### src/rtl/mac_pkg.sv
`default_nettype none
// ============================================================================
// Module   : mac_pkg
// Brief    : Shared types and constants for the dot-product MAC slice.
// Revision : 1.0 - initial release
// ============================================================================
package mac_pkg;

  // Control states: gathering products, or holding a finished result
  typedef enum logic [0:0] {
    S_ACC = 1'b0,
    S_OUT = 1'b1
  } state_t;

  // Smallest accumulator that cannot overflow for LEN full-scale products
  function automatic int acc_width(input int width, input int len);
    return 2 * width + $clog2(len);
  endfunction

  localparam int c_def_width     = 8;
  localparam int c_def_len       = 4;
  localparam int c_def_acc_width = acc_width(c_def_width, c_def_len);

endpackage
`default_nettype wire

### src/rtl/dot_product_mac_if.sv
`default_nettype none
// ============================================================================
// Module   : dot_product_mac_if
// Brief    : Operand-in / result-out handshake bundle for dot_product_mac.
// Revision : 1.0 - initial release
// ============================================================================
interface dot_product_mac_if #(
  parameter int WIDTH     = 8,
  parameter int ACC_WIDTH = 18
);

  logic                 in_valid;
  logic                 in_ready;
  logic [WIDTH-1:0]     in_a;
  logic [WIDTH-1:0]     in_b;
  logic                 out_valid;
  logic                 out_ready;
  logic [ACC_WIDTH-1:0] out_data;

  // Producer/consumer side
  modport master (
    output in_valid, in_a, in_b, out_ready,
    input  in_ready, out_valid, out_data
  );

  // MAC side
  modport slave (
    input  in_valid, in_a, in_b, out_ready,
    output in_ready, out_valid, out_data
  );

endinterface
`default_nettype wire

### src/rtl/multiplier.sv
`default_nettype none
// ============================================================================
// Module   : multiplier
// Brief    : Combinational unsigned WIDTH x WIDTH array multiplier.
// Revision : 1.0 - initial release
// ============================================================================
module multiplier #(
  parameter int WIDTH = 8
) (
  input  wire logic [WIDTH-1:0]   i_a,
  input  wire logic [WIDTH-1:0]   i_b,
  output logic      [2*WIDTH-1:0] o_prod
);

  localparam int c_pw = 2 * WIDTH;

  // Full-width product; operands widened so no high bits are lost
  assign o_prod = c_pw'(i_a) * c_pw'(i_b);

endmodule
`default_nettype wire

### src/rtl/dot_product_mac.sv
`default_nettype none
// ============================================================================
// Module   : dot_product_mac
// Brief    : Streaming unsigned MAC; sums LEN operand-pair products and
//            presents each sum on a held valid/ready result port.
// Revision : 1.0 - initial release
// ============================================================================
module dot_product_mac
  import mac_pkg::*;
#(
  parameter int WIDTH     = c_def_width,
  parameter int LEN       = c_def_len,
  parameter int ACC_WIDTH = acc_width(WIDTH, LEN)
) (
  input  wire logic         clk,
  input  wire logic         rst,
  dot_product_mac_if.slave  bus
);

  localparam int                 c_cnt_w = $clog2(LEN + 1);
  localparam logic [c_cnt_w-1:0] c_len   = c_cnt_w'(LEN);

  state_t                 r_state;
  logic [c_cnt_w-1:0]     r_cnt;
  logic [ACC_WIDTH-1:0]   r_acc;
  logic [ACC_WIDTH-1:0]   r_out_data;
  logic                   r_out_valid;
  logic [WIDTH-1:0]       r_op_a;
  logic [WIDTH-1:0]       r_op_b;
  logic                   r_op_valid;

  logic                   w_in_ready;
  logic                   w_accept;
  logic                   w_out_fire;
  logic [2*WIDTH-1:0]     w_prod;
  logic [ACC_WIDTH-1:0]   w_prod_ext;
  logic [ACC_WIDTH-1:0]   w_sum;

  // Input is open only while gathering and the batch is not yet full
  assign w_in_ready = (r_state == S_ACC) && (r_cnt < c_len);
  assign w_accept   = bus.in_valid && w_in_ready;
  assign w_out_fire = r_out_valid && bus.out_ready;

  assign bus.in_ready  = w_in_ready;
  assign bus.out_valid = r_out_valid;
  assign bus.out_data  = r_out_data;

  multiplier #(
    .WIDTH (WIDTH)
  ) u_multiplier (
    .i_a    (r_op_a),
    .i_b    (r_op_b),
    .o_prod (w_prod)
  );

  // Zero-extended product; the running sum wraps silently at ACC_WIDTH
  assign w_prod_ext = ACC_WIDTH'(w_prod);
  assign w_sum      = r_acc + w_prod_ext;

  // Operand stage: capture accepted pair, valid for exactly one cycle
  always_ff @(posedge clk or posedge rst) begin
    if (rst) begin
      r_op_a     <= '0;
      r_op_b     <= '0;
      r_op_valid <= 1'b0;
    end else begin
      r_op_valid <= w_accept;
      if (w_accept) begin
        r_op_a <= bus.in_a;
        r_op_b <= bus.in_b;
      end
    end
  end

  // Pair counter: counts accepts, cleared when the result is taken
  always_ff @(posedge clk or posedge rst) begin
    if (rst) begin
      r_cnt <= '0;
    end else if (w_accept) begin
      r_cnt <= r_cnt + c_cnt_w'(1);
    end else if (w_out_fire) begin
      r_cnt <= '0;
    end
  end

  // Control FSM with accumulator and registered result port
  always_ff @(posedge clk or posedge rst) begin
    if (rst) begin
      r_state     <= S_ACC;
      r_acc       <= '0;
      r_out_data  <= '0;
      r_out_valid <= 1'b0;
    end else begin
      case (r_state)
        S_ACC: begin
          if (r_op_valid) begin
            if (r_cnt == c_len) begin
              // Last product folds straight into the result register
              r_out_data  <= w_sum;
              r_out_valid <= 1'b1;
              r_acc       <= '0;
              r_state     <= S_OUT;
            end else begin
              r_acc <= w_sum;
            end
          end
        end
        S_OUT: begin
          if (w_out_fire) begin
            r_out_valid <= 1'b0;
            r_state     <= S_ACC;
          end
        end
        default: begin
          r_state <= S_ACC;
        end
      endcase
    end
  end

endmodule
`default_nettype wire

### src/flat_wrapper.sv
// flat-port wrapper written by rule: the top's interface ports become plain ports
module dot_product_mac_flat import mac_pkg::*;
#(
  parameter int WIDTH     = c_def_width,
  parameter int LEN       = c_def_len,
  parameter int ACC_WIDTH = acc_width(WIDTH, LEN)
)
  (clk, rst, bus_in_valid, bus_in_a, bus_in_b, bus_out_ready, bus_in_ready, bus_out_valid, bus_out_data);
  dot_product_mac_if #(.WIDTH(WIDTH), .ACC_WIDTH(ACC_WIDTH)) bus_i ();
  input  wire logic clk;
  input  wire logic rst;
  input wire logic [$bits(bus_i.in_valid)-1:0] bus_in_valid;
  input wire logic [$bits(bus_i.in_a)-1:0] bus_in_a;
  input wire logic [$bits(bus_i.in_b)-1:0] bus_in_b;
  input wire logic [$bits(bus_i.out_ready)-1:0] bus_out_ready;
  output wire logic [$bits(bus_i.in_ready)-1:0] bus_in_ready;
  output wire logic [$bits(bus_i.out_valid)-1:0] bus_out_valid;
  output wire logic [$bits(bus_i.out_data)-1:0] bus_out_data;
  assign bus_i.in_valid = bus_in_valid;
  assign bus_i.in_a = bus_in_a;
  assign bus_i.in_b = bus_in_b;
  assign bus_i.out_ready = bus_out_ready;
  assign bus_in_ready = bus_i.in_ready;
  assign bus_out_valid = bus_i.out_valid;
  assign bus_out_data = bus_i.out_data;
  dot_product_mac #(.WIDTH(WIDTH), .LEN(LEN), .ACC_WIDTH(ACC_WIDTH)) u_core (.clk(clk), .rst(rst), .bus(bus_i));
endmodule
### config.mk
export PLATFORM = sky130hd
export DESIGN_NAME = dot_product_mac_flat
export DESIGN_NICKNAME = d
export VERILOG_FILES = /design/src/rtl/mac_pkg.sv /design/src/rtl/dot_product_mac_if.sv /design/src/rtl/multiplier.sv /design/src/rtl/dot_product_mac.sv /design/src/flat_wrapper.sv
export SDC_FILE = /design/constraint.sdc
export NUM_CORES = 1
export LEC_CHECK = 0
export BUFFER_PORTS_ARGS = -buffer_cell sky130_fd_sc_hd__buf_2
export CAP_MARGIN = 15
export CORE_UTILIZATION = 37
export CTS_BUF_LIST = sky130_fd_sc_hd__clkbuf_2
export CTS_CLUSTER_SIZE = 10
export DETAILED_ROUTE_END_ITERATION = 10
export HOLD_SLACK_MARGIN = 0.12
export SLEW_MARGIN = 20
export SYNTH_ARGS = -nofsm -noshare
export SYNTH_HDL_FRONTEND = slang
export SYNTH_SLANG_ARGS = --single-unit
### constraint.sdc
create_clock -name clk -period 7.36 [get_ports clk]
set_input_delay 0 -clock clk [delete_from_list [all_inputs] [get_ports clk]]
set_output_delay 0 -clock clk [all_outputs]
set_load 0.005 [all_outputs]
# Word-level counts from Yosys, hierarchy flattened
# Cells that the tools add are included.
# Widths: inputs -> output; s select.
# classes
addsub	2
mul	1
n_lt_le_gt_ge	1
n_eq_ne	4
mux	11
bitwise	1
n_reduce_logical	7
# ops
cell	count
$add 18x16->18	1
$mux 18	1
$mul 8x8->16	1
$mux 1	6
$mux 3	2
$reduce_and 3->1	2
$ne 2x2->1 const B	2
$pmux 1 s2	2
$add 3x1->3 const B	1
$eq 3x3->1 const B	1
$logic_and 1x1->1	3
$lt 3x3->1 const B	1
$ne 2x1->1 const B	1
$reduce_and 2->1	1
$reduce_bool 2->1	1
$not 1->1	1
# totals
register_bits	58
input_bits	20
out_inout_bits	20
elab_cells	35

# Logic depth before layout (Yosys ltp)
# logic_depth
word_depth	4
depth_mapped	18
depth_no_buf	17

# By module
# A second synthesis with hierarchy kept.
# unflattened
cells_unflattened	542
area_unflattened_um2	5226.3
# modules_own_cells
mod	instances	cells_per_inst	area_each_um2	seq_area_each_um2
dot_product_mac	1	299	3116.7	1451.4
multiplier	1	243	2109.5	0.0

# Worst setup path before layout
# Ideal clock, no wire load.
# synth_path
kind	flip-flop to flip-flop
startpoint	register u_core.r_op_b[1]
endpoint	register u_core.r_acc[12]
setup_ps	122
t_arrival_ps	4475
t_required_ps	7238
path_slack_ps	2763
stages_incl_launch_ff	17
path_buffers	1
period_less_slack_ps	4597
path_cell_list	dfrtp_1 > clkbuf_1 > nand2_1 > fa_1 > inv_1 > fa_1 > inv_1 > fa_1 > fa_1 > inv_1 > ha_1 > a21o_1 > a21o_1 > o21a_1 > o31a_1 > or3_1 > a32o_1
# synth_via
elab_chain_len	3
# synth_lines
item	line	source
start, declared	dot_product_mac.sv:29	logic [WIDTH-1:0] r_op_b;
start signal, assigned	dot_product_mac.sv:70	r_op_b <= bus.in_b;
$mul 8x8->16	multiplier.sv:18	assign o_prod = c_pw'(i_a) * c_pw'(i_b);
$add 18x16->18	dot_product_mac.sv:58	assign w_sum = r_acc + w_prod_ext;
$mux 18	dot_product_mac.sv:97	if (r_cnt == c_len) begin
end signal, assigned	dot_product_mac.sv:104	r_acc <= w_sum;
end, declared	dot_product_mac.sv:25	logic [ACC_WIDTH-1:0] r_acc;
# No other way between the ends.
# A chain may end at the register's enable or synchronous reset.

# Final worst setup path
# layout_path
startpoint	register u_core.r_op_a[5]
endpoint	register u_core.r_acc[12]
# layout_via
elab_chain_len	3
# layout_lines
item	line	source
start, declared	dot_product_mac.sv:28	logic [WIDTH-1:0] r_op_a;
start signal, assigned	dot_product_mac.sv:69	r_op_a <= bus.in_a;
$mul 8x8->16	multiplier.sv:18	
$add 18x16->18	dot_product_mac.sv:58	
$mux 18	dot_product_mac.sv:97	
# No other way between the ends.

==> flow_summary.yaml <==
outcome:
  status: "finished clean"
setup_path:
  worstPathArrival_ns: 5.20
  crit-reg2reg-launch: "u_core.r_op_a[5]"
  cp.required_ns: 7.77
  endpoint_kind: "flip-flop"
  crit_path_start_kind: "flip-flop"
  rr_endpoint: "u_core.r_acc[12]"
  rr_worst_depth: 15
  worstSetupPathType: "flip-flop to flip-flop"
  crit_path_max_fanout: 9
  rrSetupSlack_ns: 2.57
logic_synthesis:
  synth_compound_area_share_pct: 9.60
  synthTopCellsByArea: "dfrtp_1 29%, fa_1 20%, ha_1 11%"
  yosys.area_share.simple_pct: 18.0
  ys_ff_latch: 58
  synth_top_cell_by_area: "dfrtp_1"
  synth.distinct_cells: 50
  synth_top_family_by_area: "adder cells"
  ys_seq_area_share_pct: 29.1
  yosysTopAreaCellShare_pct: 29.1
  ys_warn_count: 0
  synthMuxAreaShare_pct: 1.58
  syn_area_per_cell_um2: 9.17
  synthTopCellsByCount: "113 x nand2_1, 101 x inv_1, 58 x dfrtp_1"
  synthCells: 544
  async_reset_ff_share_pct: 100
  synth.most_common_cell: "nand2_1"
  syn_nets: 656
  synth-edff-count: 0
  synth_ff_type: "dfrtp_1"
  synth-xor-area-share_pct: 2.03
  syn_area_um2: 4990
  synth_fa_ha_area_share_pct: 30.6
finish:
  final_nets: 721
  design_area_um2: 5780
  fillers: 1313
  multiInputGateArea_um2: 3090
  layout-drive-gt1-share_pct: 11.4
  area_growth_pct: 15.8
  register_area_um2: 1450
  num_antenna_cells: 0
floorplanning:
  io_pins: 40
  num_rows: 42
  fp.coreArea_um2: 13200
  die_w_um: 118
  start_util_pct: 37.8
  die-area_um2: 14000
  die_h_um: 118
sta:
  final_max_slew_viol_count: 0
  max_freq_mhz: 209
  grt_setup_unrepaired: "false"
  tightest_slew_ns: 1.08
  final.period_utilization_pct: 65.1
  fin_crit_ns: 4.79
  setup_tns_ns: 0
  setup_viol: 0
  skew_ns: 0.0252
  finalHoldViolCount: 0
  max-slew-margin-rel_pct: 27.7
clock_tree:
  clk_latency_ns: 0.50
  cts_tree: "yes"
  cts-buffers-inserted: 9
  postCtsSetupRepairBufs: 0
  clock_path_buffers: 2
  cts.sinks: 58
  cts-hold-fix-buffers: 30
  htreeDepth: 3
  root_buffer: "clkbuf_2"
  cts_resized: 0
  clkTransAtPathRegs_ns: 0.17
route:
  viasPerCell: 4.89
  drtPass1Iterations: 5
  dr_total_vias: 3866
  wirelength_um: 10700
  wl_per_cell_um: 13.5
  postRouteAntennaNets: 0
  drc: 0
  first_iter_violations: 182
worst_hold_path:
  min_to: "u_core.r_op_a[3]"
  hp-class: "input pin to flip-flop"
  hp-start: "bus_in_valid"
  whs_path_depth: 4
grt:
  grt_pass1_wl_um: 18500
  antenna_found_initial: 0
  gr-usage-all-layers_pct: 16.7
  grt_max_degree: 59
  globalRouteOverflowTotal: 0
  grt_pass1_vias: 3990
placed_design:
  dp_hpwl_um: 8310
  io_buffers: 39
  placed_cell_area_um2: 5350
  gp_congestion: 0.857
flow_run:
  max-cap-violations: 0
-- metrics by stage --
step                hold WS [ns]  setup slack (ns)  cells  util, %
detailed placement         0.199              2.57    744     40.5
CTS                        0.126              2.56    790     43.8
floorplan                  0.105              2.76    544        -
global route               0.203              2.15    790     43.8
global placement           0.201              2.63    744     40.5
finish                     0.174              2.57    790     43.8
-- area by class of cell --
class / count / area share (%)
clock buffers: 10 / 0.866
repair buffers: 71 / 8.83
inverters: 101 / 6.56
well taps: 176 / 3.81
flip-flops and latches: 58 / 25.1
clock inverters: 6 / 1.41
multi-input cells: 368 / 53.4
-- critical path, cell delays in order, from the launching register on --
cell and delay, ns:
dfrtp_1 0.56, nand2_1 0.12, fa_1 0.51, inv_1 0.05, fa_1 0.50, inv_1 0.05
fa_1 0.47, fa_1 0.55, inv_1 0.04, ha_1 0.37, a21o_1 0.19, a21o_1 0.19
o21a_1 0.23, o31a_1 0.29, or3_1 0.34, a32o_1 0.26
-- how the worst max path moves through the flow --
stage	startpoint	end	slack [ns]	cells after the start
final	u_core.r_op_a[5]	u_core.r_acc[12]	2.57	15
after global routing	u_core.r_op_b[7]	u_core.r_acc[15]	2.15	14
after CTS	u_core.r_op_b[7]	u_core.r_acc[15]	2.56	14
after detailed placement	u_core.r_op_a[3]	u_core.r_acc[15]	2.57	14
after global placement	u_core.r_op_a[3]	u_core.bus.out_data[17]	2.63	13
after floorplan	u_core.r_op_b[1]	u_core.r_acc[12]	2.76	16
-- kinds of logic (layout without fill, tap and decap cells) --
logic type	count (synthesis)	count (layout)
adder cells (fa/ha/maj)	92	92
AND/OR/NAND/NOR	190	190
multiplexers	7	7
buffers and inverters	118	188
AO/OA/AOI/OAI	69	69
flip-flops	58	58
XOR/XNOR	10	10
-- metal layers --
metal  global-route usage, %  share of wire, %
met5                       0                 0
met4                    4.89              0.81
met2                    29.1                53
met1                    21.0                43
met3                    3.28               3.7
-- state kept, by name (all words and copies together) (netlist names) --
name / flops
u_core.r_acc: 18
u_core.r_op_a: 8
u_core.bus.out_data: 18
u_core.r_op_b: 8
u_core.r_cnt: 3
u_core.bus.out_valid: 1
u_core.r_op_valid: 1
u_core.r_state: 1
-- placed cells by master (no fill, tap or decap), types with 16 or more instances in the layout --
master / n
o21ai_0: 16
dfrtp_1: 58
fa_1: 50
inv_1: 100
nand2_1: 113
ha_1: 42
and2_1: 37
buf_2: 39
dlygate4sd3_1: 30
Power is left out: the tool's default activity adds up to more than one toggle a clock period on the data nets, which glitch-free logic cannot reach.
